===== config.mk =====
export PLATFORM = sky130hd
export DESIGN_NAME = pseudo_spi_rd_intf_flat
export DESIGN_NICKNAME = d
export VERILOG_FILES = /design/src/rtl/pseudo_spi_rd_intf_if.sv /design/src/rtl/pseudo_spi_rd_intf.sv /design/src/flat_wrapper.sv
export SDC_FILE = /design/constraint.sdc
export NUM_CORES = 1
export LEC_CHECK = 0
export ABC_CLOCK_PERIOD_IN_PS = 1600
export CORE_UTILIZATION = 40
export DETAILED_ROUTE_END_ITERATION = 12
export PLACE_DENSITY = 0.78
export SETUP_SLACK_MARGIN = 0.15
export SLEW_MARGIN = 0
export SYNTH_ARGS = -nofsm -noshare
export SYNTH_HDL_FRONTEND = slang
export SYNTH_SLANG_ARGS = --single-unit

===== constraint.sdc =====
create_clock -name CLK -period 1.6 [get_ports CLK]
set_input_delay 0.24 -clock CLK [delete_from_list [all_inputs] [get_ports CLK]]
set_output_delay 0.24 -clock CLK [all_outputs]
set_load 0.05 [all_outputs]

===== src/rtl/pseudo_spi_rd_intf_if.sv =====
// pseudo_spi_rd_intf_if: bus bundle between the scan read-back controller and its environment.
//   BGN, ADDR_BGN, DATA_LEN, SPI_SI      : start level, first SRAM address, word count, serial scan-out
//   SCLK1, SCLK2, SEL                    : two-phase scan clocks and select strobe to the analog chain
//   A, PO, CEN, D_WE                     : SRAM write port (CEN/D_WE active low)
//   spi_MUX, spi_is_done                 : SRAM bus ownership and transfer-complete flag
interface pseudo_spi_rd_intf_if #(
    parameter int MEMORY_DATA_WIDTH = 8,
    parameter int MEMORY_ADDR_WIDTH = 10,
    parameter int RESERVED_DATA_LEN = 8
);
    logic                         BGN;
    logic [MEMORY_ADDR_WIDTH-1:0] ADDR_BGN;
    logic [RESERVED_DATA_LEN-1:0] DATA_LEN;
    logic                         SPI_SI;
    logic                         SCLK1;
    logic                         SCLK2;
    logic                         SEL;
    logic [MEMORY_ADDR_WIDTH-1:0] A;
    logic [MEMORY_DATA_WIDTH-1:0] PO;
    logic                         CEN;
    logic                         D_WE;
    logic                         spi_MUX;
    logic                         spi_is_done;

    modport master (
        output BGN, ADDR_BGN, DATA_LEN, SPI_SI,
        input  SCLK1, SCLK2, SEL, A, PO, CEN, D_WE, spi_MUX, spi_is_done
    );

    modport slave (
        input  BGN, ADDR_BGN, DATA_LEN, SPI_SI,
        output SCLK1, SCLK2, SEL, A, PO, CEN, D_WE, spi_MUX, spi_is_done
    );
endinterface


===== src/rtl/pseudo_spi_rd_intf.sv =====
// pseudo_spi_rd_intf: drives two-phase scan clocks, captures scan-out LSB-first into words, writes them to SRAM.
//   CLK  : clock, posedge
//   RSTN : asynchronous active-low reset
//   bus  : slave side of pseudo_spi_rd_intf_if (start/length/serial in, scan clocks and SRAM write port out)
module pseudo_spi_rd_intf #(
    parameter int MEMORY_DATA_WIDTH = 8,
    parameter int MEMORY_ADDR_WIDTH = 10,
    parameter int RESERVED_DATA_LEN = 8
) (
    input logic                 CLK,
    input logic                 RSTN,
    pseudo_spi_rd_intf_if.slave bus
);
    localparam int W  = MEMORY_DATA_WIDTH;
    localparam int AW = MEMORY_ADDR_WIDTH;
    localparam int RL = RESERVED_DATA_LEN;
    localparam int BW = (W > 1) ? $clog2(W) : 1;

    typedef enum logic [2:0] {S_IDLE, S_SEL, S_SHIFT, S_WRITE, S_DONE} state_t;

    state_t          state_q, state_d;
    logic [1:0]      ph_q, ph_d;
    logic [BW-1:0]   bit_q, bit_d;
    logic [AW-1:0]   addr_q, addr_d;
    logic [RL-1:0]   cnt_q, cnt_d;
    logic [W-1:0]    sreg_q, sreg_d;
    logic            sclk1_q, sclk2_q, sel_q, cen_q, mux_q, done_q;

    always_comb begin
        state_d = state_q;
        ph_d    = ph_q;
        bit_d   = bit_q;
        addr_d  = addr_q;
        cnt_d   = cnt_q;
        sreg_d  = sreg_q;
        case (state_q)
            S_IDLE: if (bus.BGN) begin
                state_d = S_SEL;
                ph_d    = 2'd0;
                addr_d  = bus.ADDR_BGN;
                cnt_d   = bus.DATA_LEN;
            end
            // ph_q doubles as the 2-cycle SEL timer
            S_SEL: if (!bus.BGN) state_d = S_IDLE;
            else if (ph_q[0]) begin
                state_d = (cnt_q == '0) ? S_DONE : S_SHIFT;
                ph_d    = 2'd0;
                bit_d   = '0;
            end else ph_d = 2'd1;
            S_SHIFT: if (!bus.BGN) state_d = S_IDLE;
            else begin
                ph_d = ph_q + 2'd1;
                if (ph_q == 2'd3) begin
                    sreg_d  = {bus.SPI_SI, sreg_q[W-1:1]};
                    bit_d   = bit_q + 1'b1;
                    state_d = (bit_q == BW'(W - 1)) ? S_WRITE : S_SHIFT;
                end
            end
            S_WRITE: if (!bus.BGN) state_d = S_IDLE;
            else begin
                addr_d  = addr_q + 1'b1;
                cnt_d   = cnt_q - 1'b1;
                ph_d    = 2'd0;
                bit_d   = '0;
                state_d = (cnt_q == RL'(1)) ? S_DONE : S_SHIFT;
            end
            S_DONE: if (!bus.BGN) state_d = S_IDLE;
            default: state_d = S_IDLE;
        endcase
    end

    // Control outputs are registered from the next state so they line up with the state they describe.
    always_ff @(posedge CLK or negedge RSTN) begin
        if (!RSTN) begin
            state_q <= S_IDLE;
            ph_q    <= '0;
            bit_q   <= '0;
            addr_q  <= '0;
            cnt_q   <= '0;
            sreg_q  <= '0;
            sclk1_q <= 1'b0;
            sclk2_q <= 1'b0;
            sel_q   <= 1'b0;
            cen_q   <= 1'b1;
            mux_q   <= 1'b0;
            done_q  <= 1'b0;
        end else begin
            state_q <= state_d;
            ph_q    <= ph_d;
            bit_q   <= bit_d;
            addr_q  <= addr_d;
            cnt_q   <= cnt_d;
            sreg_q  <= sreg_d;
            sclk1_q <= (state_d == S_SHIFT) && (ph_d == 2'd0);
            sclk2_q <= (state_d == S_SHIFT) && (ph_d == 2'd2);
            sel_q   <= state_d == S_SEL;
            cen_q   <= state_d != S_WRITE;
            mux_q   <= state_d inside {S_SEL, S_SHIFT, S_WRITE};
            done_q  <= state_d == S_DONE;
        end
    end

    assign bus.SCLK1       = sclk1_q;
    assign bus.SCLK2       = sclk2_q;
    assign bus.SEL         = sel_q;
    assign bus.A           = addr_q;
    assign bus.PO          = sreg_q;
    assign bus.CEN         = cen_q;
    assign bus.D_WE        = cen_q;
    assign bus.spi_MUX     = mux_q;
    assign bus.spi_is_done = done_q;
endmodule


===== src/flat_wrapper.sv =====
// flat-port wrapper written by rule: the top's interface ports become plain ports
module pseudo_spi_rd_intf_flat 
#(
    parameter int MEMORY_DATA_WIDTH = 8,
    parameter int MEMORY_ADDR_WIDTH = 10,
    parameter int RESERVED_DATA_LEN = 8
)
  (CLK, RSTN, bus_BGN, bus_ADDR_BGN, bus_DATA_LEN, bus_SPI_SI, bus_SCLK1, bus_SCLK2, bus_SEL, bus_A, bus_PO, bus_CEN, bus_D_WE, bus_spi_MUX, bus_spi_is_done);
  pseudo_spi_rd_intf_if #(.MEMORY_DATA_WIDTH(MEMORY_DATA_WIDTH), .MEMORY_ADDR_WIDTH(MEMORY_ADDR_WIDTH), .RESERVED_DATA_LEN(RESERVED_DATA_LEN)) bus_i ();
  input logic CLK;
  input logic RSTN;
  input wire logic [$bits(bus_i.BGN)-1:0] bus_BGN;
  input wire logic [$bits(bus_i.ADDR_BGN)-1:0] bus_ADDR_BGN;
  input wire logic [$bits(bus_i.DATA_LEN)-1:0] bus_DATA_LEN;
  input wire logic [$bits(bus_i.SPI_SI)-1:0] bus_SPI_SI;
  output wire logic [$bits(bus_i.SCLK1)-1:0] bus_SCLK1;
  output wire logic [$bits(bus_i.SCLK2)-1:0] bus_SCLK2;
  output wire logic [$bits(bus_i.SEL)-1:0] bus_SEL;
  output wire logic [$bits(bus_i.A)-1:0] bus_A;
  output wire logic [$bits(bus_i.PO)-1:0] bus_PO;
  output wire logic [$bits(bus_i.CEN)-1:0] bus_CEN;
  output wire logic [$bits(bus_i.D_WE)-1:0] bus_D_WE;
  output wire logic [$bits(bus_i.spi_MUX)-1:0] bus_spi_MUX;
  output wire logic [$bits(bus_i.spi_is_done)-1:0] bus_spi_is_done;
  assign bus_i.BGN = bus_BGN;
  assign bus_i.ADDR_BGN = bus_ADDR_BGN;
  assign bus_i.DATA_LEN = bus_DATA_LEN;
  assign bus_i.SPI_SI = bus_SPI_SI;
  assign bus_SCLK1 = bus_i.SCLK1;
  assign bus_SCLK2 = bus_i.SCLK2;
  assign bus_SEL = bus_i.SEL;
  assign bus_A = bus_i.A;
  assign bus_PO = bus_i.PO;
  assign bus_CEN = bus_i.CEN;
  assign bus_D_WE = bus_i.D_WE;
  assign bus_spi_MUX = bus_i.spi_MUX;
  assign bus_spi_is_done = bus_i.spi_is_done;
  pseudo_spi_rd_intf #(.MEMORY_DATA_WIDTH(MEMORY_DATA_WIDTH), .MEMORY_ADDR_WIDTH(MEMORY_ADDR_WIDTH), .RESERVED_DATA_LEN(RESERVED_DATA_LEN)) u_core (.CLK(CLK), .RSTN(RSTN), .bus(bus_i));
endmodule

==> flow_summary.ini <==
[sta]
drv_slew = 0
finalSetupTns_ns = -0.598
finalCriticalPeriod_ns = 1.72
rsz0062_at_grt = true
fin_skew_ns = 0.0108
fin_crit_sh_pct = 108
finalSetupViolations = 7
tightestPinTransition_ns = 0.451
hold_viol = 0
fin_ws_ns = -0.124
max_freq_mhz = 580
slew_headroom_pct = 69.9

[critical_path]
path_class = register to register
crit_path_start_kind = register
worst_r2r_endpoint = u_core.bus.SEL
cp_cell_sequence = or3_4 -> or4_4 -> a32oi_4 -> inv_2 -> nor2_2
r2r_cells = 5
worstPathMaxFanout = 4
cp-startpoint = u_core.cnt_q[6]
r2r_slack_ns = -0.12
cp.required_ns = 1.84
crit_slowest_cell = or4_4
worst_path_largest_cell_delay_ns = 0.45
cp_data_arrival_time_ns = 1.97
crit_end = u_core.bus.SEL
r2r_start = u_core.cnt_q[6]
worstSetupEndpointType = register

[route]
ant_nets = 0
vias = 1970
first_pass_iters = 5
wl_mm = 5.38
first_iter_violations = 90
route.detailed.drc = 0
detail_route.wl_per_cell_um = 14.4
routed_via_density = 5.30

[global_routing]
grt_first_pass_wirelength_mm = 8.67
grtUsageMet1_pct = 24.3
grt_use_total_pct = 20.7
grt_pass1_vias = 1913
groute.layer.met2.usage_pct = 35.9
overflow = 0
top_usage_layer = met2
grt_start_max_net_pins = 20
grt_antenna_before_repair = 0
grtUsageMet3_pct = 4.02

[job]
max_cap_viol_count = 0

[power_and_ir_drop]
clockPowerShare_pct = 16.5
seqPwrFrac_pct = 29.6
leakage_nw = 1.45
vdd_drop_max_mv = 1.03
swShare_pct = 42.7
comb_power_share_pct = 53.9
powerDensity_nw_per_um2 = 1860
internal_power_mw = 3.43
p_sw_mw = 2.55

[placement]
gp_congestion = 0.833
pre_cts_ws_ns = -0.276
placed_cells = 355
port_buffers = 46
dp.final_hpwl_mm = 3.70

[clocking]
tritoncts = built
htree_levels = 2
clkLatencyLatePin_ns = 0.30
clkTransAtPathRegs_ns = 0.08
cts_root_buf = clkbuf_8
clock-sinks = 40
cts_made_buffers = 5
cts_max_path_buffers = 2

[synth]
yosys-top-cells-area = dfrtp_1, ha_1, o21ai_0, a21oi_1, mux2_2
yosysSeqAreaShare_pct = 46.9
ys_types = 54
synth_top_area_share_pct = 45.7
syn_area_per_cell_um2 = 9.80
synth_commonest_cells = dfrtp_1, o21ai_0, a21oi_1
synth_nets = 248
synth_edf_count = 0
synth_area_leader_cell = dfrtp_1
synth_most_common_cell = dfrtp_1
ys.flop_type = dfrtp_1
ys_seq_elements = 40
synth_area_um2 = 2140
yosysWarnings = 0
syn_inst = 218
synthArstFlopShare_pct = 100

[final_layout]
finalNetCount = 331
antenna_cells = 0
nFillCells = 430
syn_to_final_growth_pct = 50.8
fin_cells = 372
drive_above_1_share_pct = 40.1

[floorplanning]
num_rows = 26
die-area_um2 = 5640
die_w_um = 75.1
core_area_um2 = 5140
initial_core_util_pct = 41.6
boundaryPins = 47
die_y_um = 75.1

[outcome]
violations = negative setup slack
status = finished with violations

[worst_hold_path]
hold_class = input pin to asynchronous set/reset pin
-- cell families (layout without fill, tap and decap cells) --
logic type	after synthesis	in the layout	share of synthesized area, %
AND/OR/NAND/NOR	73	73	18.9
AO/OA/AOI/OAI	64	64	18.4
flip-flops	40	40	46.9
buffers and inverters	21	105	5.09
multiplexers	11	11	5.68
adder cells (fa/ha/maj)	8	8	4.68
XOR/XNOR	1	1	0.410
-- timing repair --
| item | in CTS | in global routing |
|---|---|---|
| hold buffers | 1 | 0 |
| resized for setup | 20 | 9 |
| pin swaps | 4 | 0 |
| setup endpoints to repair | 32 | 34 |
| hold endpoints to repair | 15 | 0 |
| setup buffers | 3 | 5 |
| cloned | 0 | 0 |
-- area by class of cell --
type,count,area [um^2],share of cell area [%]
timing repair buffer,88,788,24.5
sequential,40,1010,31.4
multi-input combinational,157,1170,36.2
clock inverter,2,60.1,1.86
inverter,9,33.8,1.05
tap,70,87.6,2.72
clock buffer,6,72.6,2.25
-- state kept, by name, indices dropped and copies added (netlist names), 2 cells and up --
name and cells:
u_core.bus.PO 8, u_core.ph_q 2, u_core.bit_q 3, u_core.state_q 3, u_core.bus.A 10, u_core.cnt_q 8
-- power groups by stage --
stage          Sequential (mW)  Combinational [mW]  Clock [mW]
6_report                  1.77                3.22       0.985
5_1_grt                   1.81                3.50        1.05
4_1_cts                   1.78                3.08        1.00
3_5_place_dp              1.78                2.92           0
3_3_place_gp              1.76                2.85           0
2_1_floorplan             2.33                1.29           0
-- how the worst min path moves through the flow --
stage / from / slack, ns / cells after the start / endpoint
floorplan: RSTN / -0.06 / 0 / u_core.bit_q[0]
detailed placement: RSTN / 0.20 / 1 / u_core.bus.PO[5]
CTS: RSTN / 0.41 / 2 / u_core.bus.PO[6]
global placement: RSTN / 0.19 / 1 / u_core.bus.PO[5]
global route: bus_BGN / 0.43 / 3 / u_core.bus.CEN
finish: RSTN / 0.40 / 2 / u_core.bus.PO[6]
-- layout by cell type (no fill, tap or decap), drive strengths merged, types with 2 or more instances in the layout --
cell type       n
o32ai           2
a21oi          20
clkdlybuf4s50  19
ha              8
buf            67
nor2           14
clkbuf          6
o211ai          2
nand2b          2
mux2i           2
and3            3
dfrtp          39
a22oi           3
nor3            3
inv             9
a2bb2oi         2
nor3b           5
mux2            9
nand3          11
a31oi           3
nand4           2
or4             3
and3b           2
o21ai          21
a211oi          2
o22ai           3
nand2          18
and2            2
bufinv          2
-- critical path, delay by kind of cell (launching register included) --
kind | cells | cell delay (ns)
flip-flops | 1 | 0.39
AND/OR/NAND/NOR | 3 | 0.94
AO/OA/AOI/OAI | 1 | 0.28
buffers and inverters | 1 | 0.07
-- metrics by stage --
step | utilization [%] | hold WS, ns | area (um^2) | total power [mW]
6_report | 62.7 | 0.402 | 3220 | 5.98
5_1_grt | 62.7 | 0.427 | 3220 | 6.36
4_1_cts | 61.5 | 0.414 | 3160 | 5.87
3_5_place_dp | 56.8 | 0.203 | 2920 | 4.70
3_3_place_gp | 56.8 | 0.191 | 2920 | 4.61
2_1_floorplan | - | -0.0556 | 2210 | 3.63
-- routing by layer --
| layer | vias to the layer above | part of all wire (%) | wire [um] |
|---|---|---|---|
| met2 | 58 | 48 | 2590 |
| met4 | 0 | 3.1 | 168 |
| li1 | 959 | - | - |
| met5 | - | 0 | 0 |
| met1 | 938 | 45 | 2400 |
| met3 | 15 | 4.1 | 218 |
Power figures use the tool's default switching activity.
